==> src/rtl/regfile_scoreboard.sv <==
// Register file with per-register pending scoreboard, two combinational read ports and issue handshake.
// Optional same-cycle write-back bypass on the read ports: define REGFILE_SCOREBOARD_BYPASS_EN.
module regfile_scoreboard #(
  parameter int DATA_W = 32,
  parameter int ADDR_W = 5
) (
  input  logic              clk,
  input  logic              rst_n,
  input  logic              iss_valid,
  input  logic [ADDR_W-1:0] iss_dst,
  output logic              iss_ready,
  input  logic              wb_valid,
  input  logic [ADDR_W-1:0] wb_dst,
  input  logic [DATA_W-1:0] wb_data,
  input  logic [ADDR_W-1:0] rs_addr,
  output logic [DATA_W-1:0] rs_data,
  output logic              rs_ready,
  input  logic [ADDR_W-1:0] rt_addr,
  output logic [DATA_W-1:0] rt_data,
  output logic              rt_ready,
  output logic [ADDR_W:0]   pend_cnt,
  output logic              wb_orphan
);

  localparam int NREG = 2 ** ADDR_W;

  logic [DATA_W-1:0] regs_reg [NREG];
  logic [NREG-1:0]   pend_reg;
  logic [NREG-1:0]   pend_next;
  logic [ADDR_W:0]   cnt_reg;
  logic [ADDR_W:0]   cnt_next;
  logic              orphan_reg;

  logic wb_hit;
  logic iss_acc;
  logic cnt_inc;
  logic cnt_dec;

  assign wb_hit    = wb_valid & (wb_dst != '0);
  // A write-back landing this cycle frees the register, so a WAW issue may proceed.
  assign iss_ready = (iss_dst == '0) | ~pend_reg[iss_dst] | (wb_valid & (wb_dst == iss_dst));
  assign iss_acc   = iss_valid & iss_ready & (iss_dst != '0);

  assign cnt_inc  = iss_acc;
  assign cnt_dec  = wb_hit & pend_reg[wb_dst];
  assign cnt_next = cnt_reg + {{ADDR_W{1'b0}}, cnt_inc} - {{ADDR_W{1'b0}}, cnt_dec};

  // Set from an accepted issue wins over the clear from a same-register write-back.
  genvar gi;
  generate
    for (gi = 0; gi < NREG; gi++) begin : g_pend
      if (gi == 0) begin : g_zero
        assign pend_next[gi] = 1'b0;
      end else begin : g_reg
        assign pend_next[gi] = (iss_acc & (iss_dst == ADDR_W'(gi)))
                             | (pend_reg[gi] & ~(wb_hit & (wb_dst == ADDR_W'(gi))));
      end
    end
  endgenerate

  always_ff @(posedge clk or negedge rst_n) begin
    if (!rst_n) begin
      for (int i = 0; i < NREG; i++) begin
        regs_reg[i] <= '0;
      end
    end else if (wb_hit) begin
      regs_reg[wb_dst] <= wb_data;
    end
  end

  always_ff @(posedge clk or negedge rst_n) begin
    if (!rst_n) begin
      pend_reg   <= '0;
      cnt_reg    <= '0;
      orphan_reg <= 1'b0;
    end else begin
      pend_reg   <= pend_next;
      cnt_reg    <= cnt_next;
      orphan_reg <= wb_hit & ~pend_reg[wb_dst];
    end
  end

  assign pend_cnt  = cnt_reg;
  assign wb_orphan = orphan_reg;

  // Read ports: index 0 is rs, index 1 is rt.
  logic [1:0][ADDR_W-1:0] rd_addr;
  logic [1:0][DATA_W-1:0] rd_data;
  logic [1:0]             rd_ready;

  assign rd_addr[0] = rs_addr;
  assign rd_addr[1] = rt_addr;

  generate
    for (gi = 0; gi < 2; gi++) begin : g_rd
      logic              byp;
      logic              is_zero;
      logic [DATA_W-1:0] arr_data;
`ifdef REGFILE_SCOREBOARD_BYPASS_EN
      // Gated by rst_n so reset forces read data to zero regardless of write-back inputs.
      assign byp = rst_n & wb_hit & (wb_dst == rd_addr[gi]);
`else
      assign byp = 1'b0;
`endif
      assign is_zero      = (rd_addr[gi] == '0);
      assign arr_data     = regs_reg[rd_addr[gi]];
      assign rd_data[gi]  = is_zero ? '0 : (byp ? wb_data : arr_data);
      assign rd_ready[gi] = is_zero | byp | ~pend_reg[rd_addr[gi]];
    end
  endgenerate

  assign rs_data  = rd_data[0];
  assign rs_ready = rd_ready[0];
  assign rt_data  = rd_data[1];
  assign rt_ready = rd_ready[1];

endmodule

==> config.mk <==
export PLATFORM = sky130hd
export DESIGN_NAME = regfile_scoreboard
export DESIGN_NICKNAME = d
export VERILOG_FILES = /design/src/rtl/regfile_scoreboard.sv
export SDC_FILE = /design/constraint.sdc
export NUM_CORES = 2
export LEC_CHECK = 0
export BUFFER_PORTS_ARGS = -buffer_cell sky130_fd_sc_hd__buf_4
export CAP_MARGIN = 20
export CORE_MARGIN = 3
export CORE_UTILIZATION = 30
export CTS_BUF_LIST = sky130_fd_sc_hd__clkbuf_16
export DETAILED_ROUTE_END_ITERATION = 8
export PLACE_DENSITY_LB_ADDON = 0.1
export SLEW_MARGIN = 10
export SYNTH_ARGS = -nofsm -noshare
export SYNTH_HDL_FRONTEND = slang
export SYNTH_SLANG_ARGS = --single-unit
==> constraint.sdc <==
create_clock -name clk -period 2.9 [get_ports clk]
set_clock_uncertainty 0.15 [all_clocks]
set_input_delay 0.29 -clock clk [delete_from_list [all_inputs] [get_ports clk]]
set_output_delay 0.29 -clock clk [all_outputs]
set_load 0.05 [all_outputs]
==> impl_metrics.env <==
export IMPL_min_path_type="input pin to register"
export IMPL_cp_slowest_cell="mux4_2"
export IMPL_place_hpwl_um=139000
export IMPL_fin_util_pct=37.3
export IMPL_max_cap_violations=0
export IMPL_synth_area_leader_cell="dfrtp_1"
export IMPL_place_inst=6137
export IMPL_insertion_delay_ns=0.77
export IMPL_final_nets=3928
export IMPL_synthArstFlopShare_pct=100
export IMPL_crit_type="register to primary output"
export IMPL_ys_ff_latch=1062
export IMPL_fp_dieH_um=442
export IMPL_synth_area_leaders="dfrtp_1 47%, mux4_2 26%, mux2_2 20%, mux2i_1 1.9%, clkbuf_1 1.3%"
export IMPL_firstDrtPassIters=5
export IMPL_crit_path_frequent_cell="mux4_2"
export IMPL_grt_pass1_vias=39400
export IMPL_ir_drop_uv=605
export IMPL_worstPathRequired_ns=2.46
export IMPL_syn_nets=3573
export IMPL_io_pins=130
export IMPL_htree_levels=4
export IMPL_avgViaCountPerCell=5.54
export IMPL_grt_pass1_wl_um=309000
export IMPL_ctsRootBufferMaster="clkbuf_16"
export IMPL_setup_worst_path_start_class="register"
export IMPL_synth_edff_count=0
export IMPL_power_density_nw_per_um2=694
export IMPL_grt_max_degree=81
export IMPL_rsz0062_at_grt="yes"
export IMPL_fin_setup_tns_ns=-12.22
export IMPL_gp_congestion=0.814
export IMPL_drt_iter0_drc=2389
export IMPL_fp_row_count=159
export IMPL_num_vias=35800
export IMPL_layout_setup_ws_ns=-0.324
export IMPL_crit_chain="mux4_2, mux4_2, mux2i_1, buf_4, nor2_4, buf_6"
export IMPL_synth_ff_type="dfrtp_1"
export IMPL_critPathTopFamily="multiplexers"
export IMPL_failed_checks="setup timing"
export IMPL_synth_most_common_cell="dfrtp_1"
export IMPL_arrival_ns=2.78
export IMPL_wl_per_cell_um=33.2
export IMPL_synthTopCellsByCount="1062 x dfrtp_1, 1012 x mux2_2, 646 x mux4_2, 202 x clkbuf_1, 144 x buf_2"
export IMPL_initial_utilization_pct=30.3
export IMPL_cts_tree="built"
export IMPL_setup_viol=67
export IMPL_die_w_um=442
export IMPL_leakagePower_nw=30.1
export IMPL_place_port_buffers=129
export IMPL_cts_made_buffers=132
export IMPL_fin_crit_sh_pct=111
export IMPL_grt_antenna_before_repair=12
export IMPL_dieArea_sq_um=195000
export IMPL_syn_to_final_growth_pct=23.2
export IMPL_largest_reg_flops=1024
export IMPL_path_buf_inv=2
export IMPL_synth_yosys_seq_area_share_pct=46.6
export IMPL_ys_warn_count=0
export IMPL_grt_usage_pct=22.0
export IMPL_cts_clk_slew_worst_paths_ns=0.06
export IMPL_cts_buffer_depth=3
export IMPL_tightestPinTransition_ns=0.799
export IMPL_worstSetupEndpointType="primary output"
export IMPL_yosysTopAreaCellShare_pct=46.6
export IMPL_clock_fmax_mhz=310
export IMPL_outcome="complete, but fails checks"
export IMPL_final_antenna_net_count=0
export IMPL_final_max_slew_viol_count=0
export IMPL_cts_sinks=1062
export IMPL_yosysUniqueCellTypes=48
export IMPL_syn_inst=3510
export IMPL_routed_wl_um=215000
export IMPL_num_fill_cells=17400
export IMPL_core_area_sq_um=188000
export IMPL_crit_path_max_incr_delay_ns=0.55
export IMPL_hold_violations=0
export IMPL_final_cell_count_no_fill=6464
export IMPL_syn_area_per_cell_sq_um=16.2
export IMPL_drive_gt1_share_pct=64.6
export IMPL_hold_ws_ns=0.0991
export IMPL_syn_cell_area_sq_um=57000
export IMPL_grt_overflow_total=0
export IMPL_critPathMaxFanout=3
export IMPL_maxSlewHeadroom_pct=46.5
export IMPL_drc=0
export IMPL_period_needed_ns=3.22
metrics by stage:
stage	setup WS, ns	cell area, sq um	power, mW
4_1_cts	-0.423	70000	49.1
3_3_place_gp	-0.491	64400	32.0
2_1_floorplan	-0.168	57100	27.8
3_5_place_dp	-0.462	64400	32.5
6_report	-0.324	70300	48.7
5_1_grt	-0.421	70200	50.9
worst reg2reg max path, cell delays in order (launching register included):
cell and delay [ns]:
dfrtp_1 0.40, mux4_2 0.47, mux4_2 0.53, mux2i_2 0.21, nor2_1 0.08, ha_2 0.26, inv_2 0.07, ha_4 0.12
inv_2 0.03, fa_2 0.35, inv_1 0.08, a21o_1 0.13, a21oi_2 0.06, xnor2_1 0.12
power breakdown:
group          switching, mW  total (mW)  internal, mW
sequential              2.13        19.9          17.7
combinational           5.89        13.5          7.60
clock                   6.74        15.4          8.66
total                   14.8        48.7          34.0
what timing repair did:
action | CTS | global route
hold buffers | 41 | 0
endpoints found under the setup margin | 71 | 72
hold endpoints to repair | 1425 | 0
pin swaps | 13 | 14
setup buffers | 40 | 13
gates resized for setup | 234 | 40
metal layers:
metal | wire (um) | global-route usage [%] | vias up | share of wire [%]
met5 | 0 | 0 | - | 0
met4 | 6870 | 6.98 | 0 | 3.2
met3 | 8730 | 3.30 | 314 | 4.1
met2 | 106000 | 36.7 | 943 | 49
met1 | 93300 | 29.4 | 20100 | 43
li1 | - | - | 14500 | -
cell families after synthesis:
logic type / Yosys count / share of synthesized area, %
multiplexers: 1765 / 47.4
flip-flops: 1062 / 46.6
buffers and inverters: 435 / 3.38
AND/OR/NAND/NOR: 163 / 1.34
AO/OA/AOI/OAI: 68 / 0.970
XOR/XNOR: 10 / 0.154
adder cells (fa/ha/maj): 7 / 0.167
worst paths after layout:
| kind | from | to | slack (ns) | cells past startpoint |
|---|---|---|---|---|
| setup / recovery | regs_reg[65]$_DFFE_PN0P_ | rs_data[1] | -0.32 | 6 |
| hold / removal | iss_dst[4] | pend_reg[2]$_DFF_PN0_ | 0.1 | 4 |
| setup reg to reg | pend_reg[15]$_DFF_PN0_ | pend_cnt[4]$_DFF_PN0_ | -0.29 | 13 |
| hold reg to reg | regs_reg[999]$_DFFE_PN0P_ | regs_reg[999]$_DFFE_PN0P_ | 0.23 | 0 |
| max in group asynchronous | rst_n | regs_reg[522]$_DFFE_PN0P_ | 1.76 | 4 |
| min in group asynchronous | rst_n | regs_reg[582]$_DFFE_PN0P_ | 0.19 | 3 |
layout by cell type, fill, tap and decap left out, types with 5 or more instances in the layout:
master         Yosys  routed
a21oi_2            0       5
a21oi_4            0       5
a22o_1             7       7
a32o_1            24      24
buf_12             0     136
buf_4             18     351
buf_6              6      80
buf_8              0      22
clkbuf_16          0     138
clkinv_1           0      28
clkinv_2           0      20
dfrtp_1         1062    1062
dlygate4sd3_1      0      40
inv_1             25      58
inv_6              0       5
mux2_2          1012    1003
mux2_4             0       9
mux2i_1          107      77
mux2i_2            0      18
mux2i_4            0      12
mux4_2           646     646
nand2_1           37      20
nand2_4            0      16
nand3_1            6       5
nand3b_1           5       5
nor2_1            73       8
nor2_2             0      13
nor2_4             0      52
nor2b_1           12      11
nor3b_1            5       5
o211ai_1           6       6
cell type report:
type / count / area, sq um / area share, %
Timing Repair Buffer: 631 / 7040 / 10.0
Multi-Input combinational cell: 2013 / 29500 / 41.9
Tap cell: 2495 / 3120 / 4.44
Sequential cell: 1062 / 26600 / 37.8
Clock buffer: 138 / 3450 / 4.92
Clock inverter: 96 / 494 / 0.703
Antenna cell: 4 / 10.0 / 0.0142
Inverter: 25 / 96.3 / 0.137
Power figures use the tool's default switching activity.
